<file path="src/rtl/mem_refill_arbiter.sv">
// Burst memory port arbiter for icache refill and dcache refill/writeback.
// Ports: clk/rst, ic_req_*, dc_req_*/dc_wdata_*, *_rdata*, mem_*, grant, protocol_err.
module mem_refill_arbiter #(
  parameter int ADDR_W     = 32,
  parameter int DATA_W     = 128,
  parameter int BURST_LEN  = 4,
  parameter int STARVE_MAX = 3
) (
  input  logic              clk,
  input  logic              rst,
  input  logic              ic_req_valid,
  output logic              ic_req_ready,
  input  logic [ADDR_W-1:0] ic_req_addr,
  output logic              ic_rdata_valid,
  output logic [DATA_W-1:0] ic_rdata,
  input  logic              dc_req_valid,
  output logic              dc_req_ready,
  input  logic [ADDR_W-1:0] dc_req_addr,
  input  logic              dc_req_rnw,
  input  logic              dc_wdata_valid,
  output logic              dc_wdata_ready,
  input  logic [DATA_W-1:0] dc_wdata,
  output logic              dc_rdata_valid,
  output logic [DATA_W-1:0] dc_rdata,
  output logic              mem_cmd_valid,
  input  logic              mem_cmd_ready,
  output logic [ADDR_W-1:0] mem_cmd_addr,
  output logic              mem_cmd_rnw,
  output logic              mem_wdata_valid,
  input  logic              mem_wdata_ready,
  output logic [DATA_W-1:0] mem_wdata,
  input  logic              mem_rdata_valid,
  input  logic [DATA_W-1:0] mem_rdata,
  output logic [1:0]        grant,
  output logic              protocol_err
);

  localparam int CW =
    (BURST_LEN > 1) ? $clog2(BURST_LEN) : 1;
  localparam int SW = $clog2(STARVE_MAX + 1);
  localparam logic [CW-1:0] LAST =
    CW'(BURST_LEN - 1);
  localparam logic [SW-1:0] SMAX =
    SW'(STARVE_MAX);

  typedef enum logic [1:0] {
    S_IDLE,
    S_CMD,
    S_RDATA,
    S_WDATA
  } state_t;

  state_t            r_state;
  state_t            w_next;
  logic [ADDR_W-1:0] r_addr;
  logic              r_rnw;
  logic              r_owner_dc;
  logic [CW-1:0]     r_beat;
  logic [SW-1:0]     r_streak;
  logic              r_perr;

  logic w_idle;
  logic w_dc_win;
  logic w_ic_win;
  logic w_accept;
  logic w_rbeat;
  logic w_wbeat;
  logic w_last;

  // icache only beats dcache in a tie once the streak saturates
  assign w_dc_win = dc_req_valid &
    ~(ic_req_valid & (r_streak == SMAX));
  assign w_ic_win = ic_req_valid & ~w_dc_win;
  assign w_idle   = (r_state == S_IDLE) & ~rst;
  assign w_accept = w_idle & (w_dc_win | w_ic_win);
  assign w_rbeat  = (r_state == S_RDATA) &
    mem_rdata_valid;
  assign w_wbeat  = (r_state == S_WDATA) &
    dc_wdata_valid & mem_wdata_ready;
  assign w_last   = (r_beat == LAST);

  always_ff @(posedge clk) begin
    if (rst) r_state <= S_IDLE;
    else     r_state <= w_next;
  end

  always_comb begin
    w_next = r_state;
    unique case (r_state)
      S_IDLE:
        if (w_accept) w_next = S_CMD;
      S_CMD:
        if (mem_cmd_ready)
          w_next = r_rnw ? S_RDATA : S_WDATA;
      S_RDATA:
        if (w_rbeat && w_last) w_next = S_IDLE;
      S_WDATA:
        if (w_wbeat && w_last) w_next = S_IDLE;
      default: w_next = S_IDLE;
    endcase
  end

  always_ff @(posedge clk) begin
    if (rst) begin
      r_addr     <= '0;
      r_rnw      <= 1'b0;
      r_owner_dc <= 1'b0;
      r_beat     <= '0;
      r_streak   <= '0;
      r_perr     <= 1'b0;
    end else begin
      if (w_accept) begin
        r_beat     <= '0;
        r_owner_dc <= w_dc_win;
        if (w_dc_win) begin
          r_addr <= dc_req_addr;
          r_rnw  <= dc_req_rnw;
          if (!ic_req_valid)
            r_streak <= '0;
          else if (r_streak != SMAX)
            r_streak <= r_streak + SW'(1);
        end else begin
          r_addr   <= ic_req_addr;
          r_rnw    <= 1'b1;
          r_streak <= '0;
        end
      end else if (w_rbeat || w_wbeat) begin
        r_beat <= w_last ? '0 : r_beat + CW'(1);
      end
      // read beat with no read burst open is lost
      if (mem_rdata_valid && r_state != S_RDATA)
        r_perr <= 1'b1;
    end
  end

  assign mem_cmd_addr = r_addr;
  assign mem_cmd_rnw  = r_rnw;
  assign mem_wdata    = dc_wdata;
  assign ic_rdata     = mem_rdata;
  assign dc_rdata     = mem_rdata;
  assign protocol_err = r_perr;

  always_comb begin
    ic_req_ready    = 1'b0;
    dc_req_ready    = 1'b0;
    mem_cmd_valid   = 1'b0;
    ic_rdata_valid  = 1'b0;
    dc_rdata_valid  = 1'b0;
    mem_wdata_valid = 1'b0;
    dc_wdata_ready  = 1'b0;
    grant           = 2'b00;
    unique case (r_state)
      S_IDLE: begin
        ic_req_ready = w_idle & w_ic_win;
        dc_req_ready = w_idle & w_dc_win;
      end
      S_CMD: begin
        mem_cmd_valid = 1'b1;
        grant = r_owner_dc ? 2'b10 : 2'b01;
      end
      S_RDATA: begin
        ic_rdata_valid = mem_rdata_valid & ~r_owner_dc;
        dc_rdata_valid = mem_rdata_valid & r_owner_dc;
        grant = r_owner_dc ? 2'b10 : 2'b01;
      end
      S_WDATA: begin
        mem_wdata_valid = dc_wdata_valid;
        dc_wdata_ready  = mem_wdata_ready;
        grant = r_owner_dc ? 2'b10 : 2'b01;
      end
      default: grant = 2'b00;
    endcase
  end

endmodule
</file>
<file path="config.mk">
export PLATFORM = sky130hd
export DESIGN_NAME = mem_refill_arbiter
export DESIGN_NICKNAME = d
export VERILOG_FILES = /design/src/rtl/mem_refill_arbiter.sv
export SDC_FILE = /design/constraint.sdc
export NUM_CORES = 1
export LEC_CHECK = 0
export CORE_AREA = 2 2 294 296
export CTS_CLUSTER_DIAMETER = 50
export CTS_CLUSTER_SIZE = 20
export DETAILED_ROUTE_END_ITERATION = 10
export DIE_AREA = 0 0 296 298
export GPL_ROUTABILITY_DRIVEN = 1
export GPL_TIMING_DRIVEN = 0
export SYNTH_ARGS = -nofsm -noshare
export SYNTH_HDL_FRONTEND = slang
export SYNTH_SLANG_ARGS = --single-unit
</file>
<file path="constraint.sdc">
create_clock -name clk -period 1.6 [get_ports clk]
set_clock_uncertainty 0.1 [all_clocks]
set_input_delay 0.32 -clock clk [delete_from_list [all_inputs] [get_ports clk]]
set_output_delay 0.32 -clock clk [all_outputs]
set_load 0.02 [all_outputs]
</file>
==> results.cfg <==
[sta]
drv_slew = 0
worstMarginPinSlew_ps = 550
hold_slack_ps = 357
fin_ws_ps = -277
fin_tns_setup_ps = -6400
rsz0062_at_grt = true
max_slew_margin_pct = 63.3
post-route-period-util_pct = 117
hold_viol = 0
setup_violations = 40
max_freq_mhz = 533
post-route-min-period_ps = 1880

[logic_synthesis]
synth.mux.area_fraction_pct = 13.3
synth_top_family_by_area = buffers and inverters
synth_seq_cells = 41
yosysTopAreaCellShare_pct = 59.0
synth.most_common_cell = buf_4
synth_edf_count = 0
synthTopCellsByCount = buf_4, mux2i_1, dfxtp_1
async_flop_share_pct = 0
syn_avg_cell_area_sq_um = 8.36
synth_cells = 587
yosys.area.top_type = buf_4
synth-simple-area-share_pct = 5.58
netlist_area_sq_mm = 0.00491
yosys_warnings = 0
netlist-cell-type-count = 32
yosys-top-cells-area = buf_4, dfxtp_1, mux2i_1
synth_compound_area_share_pct = 2.19
synth_xor_area_share_pct = 0
yosysSeqAreaShare_pct = 16.7
synth_top_flop_cell = dfxtp_1
synth_fp_nets = 918
synthAdderAreaFrac_pct = 0.510

[critical_path]
r2r-start = r_streak[0]
cp.required_ps = 1180
path_cells = ha_4 > a21boi_2 > buf_6 > buf_12 > nor2_4 > buf_12
crit_buf_inv = 3
path_class = register to output pin
max_stage_delay_ps = 340
r2r_slack_ps = -230
cpMostUsedCell = buf_12
critPathMaxFanout = 3
timing.rr.end = mem_cmd_addr[12]
reg2reg_depth = 9
cp-start-kind = register
end_kind = output pin
cp_slowest_cell = dfxtp_2
arrival_ps = 1460
critPathTopFamily = buffers and inverters

[clocking]
clk_pin_slew_ps = 80
cts_htree_levels = 2
cts-root-buf = clkbuf_16
cts_tree = done
clk-insertion-delay-late_ps = 320
cts_hold_buffers = 0
clock_sinks = 41
clk_path_buf_depth = 2
cts_buffers = 5

[run_status]
status = finished, violations left
violations = negative setup slack

[placed_design]
gp_congestion = 0.875
dpl.hpwl_um = 31700
placed_cells = 2230
numPortBuffers = 499

[global_route]
overflow = 0
grt_first_pass_wirelength_um = 43600
grt_pass1_vias = 5495
antenna_found_initial = 11
grt_max_degree = 14
grtUsageTotal_pct = 7.50

[floorplanning]
die_area_sq_mm = 0.0882
ios = 756
die_width_um = 296
initial_core_util_pct = 5.78
fp-row-count = 107
die_h_um = 298
coreArea_sq_mm = 0.0849

[routing]
totalWireLength_um = 35700
drt-initial-drc-count = 154
firstDrtPassIters = 6
via_per_inst = 2.36
drc = 0
ant_nets = 0
wire_per_inst_um = 15.8
vias = 5350

[power_and_ir_drop]
peakVddDrop_mv = 0.344
cellInternalPower_mw = 3.86
p_clk_share_pct = 22.0
seq_power_share_pct = 19.9
combPwrFrac_pct = 58.0
p_per_area_mw_per_mm2 = 516
p_leak_nw = 5.07
switching_power_mw = 2.26
switching_share_pct = 36.9

[final_layout]
stdcell_count = 2264
syn_to_final_growth_pct = 142
final_nets = 1444
drive_above_1_share_pct = 40.8
fillCellCount = 9677

[worst_hold_path]
min-delay-start = mem_cmd_addr[0]
holdPathEnd = mem_cmd_addr[0]
hold_path_class = register to register
min_path_cells = 2

[job]
max_cap_violations = 0
## tightest hold or removal path: cells and delay by family, from the launching register on
kind | cells | cell delay, ps
DFF | 1 | 310
and+or+nand+nor | 1 | 50
muxes | 1 | 50
## cell type report
class                   count  area, sq um  share of cell area, %
repair buffers            521         5200                   43.8
plain buffers             395         3060                   25.8
well taps                1144         1430                   12.1
multi-input cells         143         1140                   9.58
flip-flops and latches     41          831                   7.00
clock buffers               6          129                   1.09
clock inverters             2         38.8                  0.327
inverters                   6         26.3                  0.221
diodes                      6         15.0                  0.127
## metal layers
metal	track usage, %	vias up	share of wire (%)
met4	1.82	12	2.1
li1	-	2537	-
met2	13.6	436	50
met5	0	-	0.20
met3	2.92	37	10
met1	8.10	2328	38
## repair_timing
| action | in CTS | in global routing |
|---|---|---|
| setup endpoints to repair | 79 | 43 |
| cloned | 2 | 0 |
| setup buffers | 18 | 5 |
| gates resized for setup | 140 | 17 |
| pin swaps | 7 | 4 |
## power by group through the flow
| stage | sequential [mW] | combinational [mW] | clock [mW] |
|---|---|---|---|
| floorplan | 1.37 | 1.75 | 0 |
| global placement | 1.24 | 3.54 | 0 |
| detailed placement | 1.25 | 3.55 | 0 |
| CTS | 1.22 | 3.60 | 1.46 |
| global route | 1.23 | 3.74 | 1.46 |
| finish | 1.22 | 3.55 | 1.35 |
## through the flow
stage	utilization [%]	instance area, sq um	power [mW]	setup WS, ps
after floorplan	-	4910	3.13	20.4
after global placement	13.4	11300	4.78	-1350
after detailed placement	13.4	11300	4.79	-1340
after CTS	13.9	11800	6.28	-346
after global routing	14.0	11900	6.44	-368
final	14.0	11900	6.12	-277
## flip-flops by register name, summed over array words and instances, names as in the netlist
name          cells
mem_cmd_addr     32
r_beat            2
r_state           2
r_streak          2
mem_cmd_rnw       1
protocol_err      1
r_owner_dc        1
## cell usage in the layout (no fill, tap or decap), types with 2 or more instances in the layout
cell             instances
buf_6                    7
buf_8                    4
diode_2                  6
inv_1                    5
a31oi_1                  3
nor2_1                   6
dlygate4sd2_1           38
mux2i_2                  4
buf_4                  402
dfxtp_1                 37
nand2_1                 34
clkbuf_1                 2
clkbuf_16                8
nand3_1                  5
dfxtp_2                  2
dfxtp_4                  2
o21ai_0                  4
clkdlybuf4s50_1        449
a21oi_1                  4
mux2i_1                 59
nor2_4                   2
buf_12                   6
mux2i_4                  2
clkdlybuf4s15_2          2
## how the worst max path moves through the flow
stage | startpoint | to | slack (ps) | depth (start not counted)
final | r_streak[0] | ic_req_ready | -280 | 6
after global routing | r_streak[0] | ic_req_ready | -370 | 6
after CTS | r_streak[1] | ic_req_ready | -350 | 6
after detailed placement | dc_req_valid | ic_req_ready | -1340 | 6
after global placement | dc_req_valid | ic_req_ready | -1350 | 6
after floorplan | r_streak[0] | ic_req_ready | 20 | 5
## cells by family after synthesis
logic type | Yosys count
AND/OR/NAND/NOR | 59
adder cells (fa/ha/maj) | 2
AO/OA/AOI/OAI | 17
multiplexers | 65
buffers and inverters | 403
flip-flops | 41
Power figures use the tool's default switching activity.
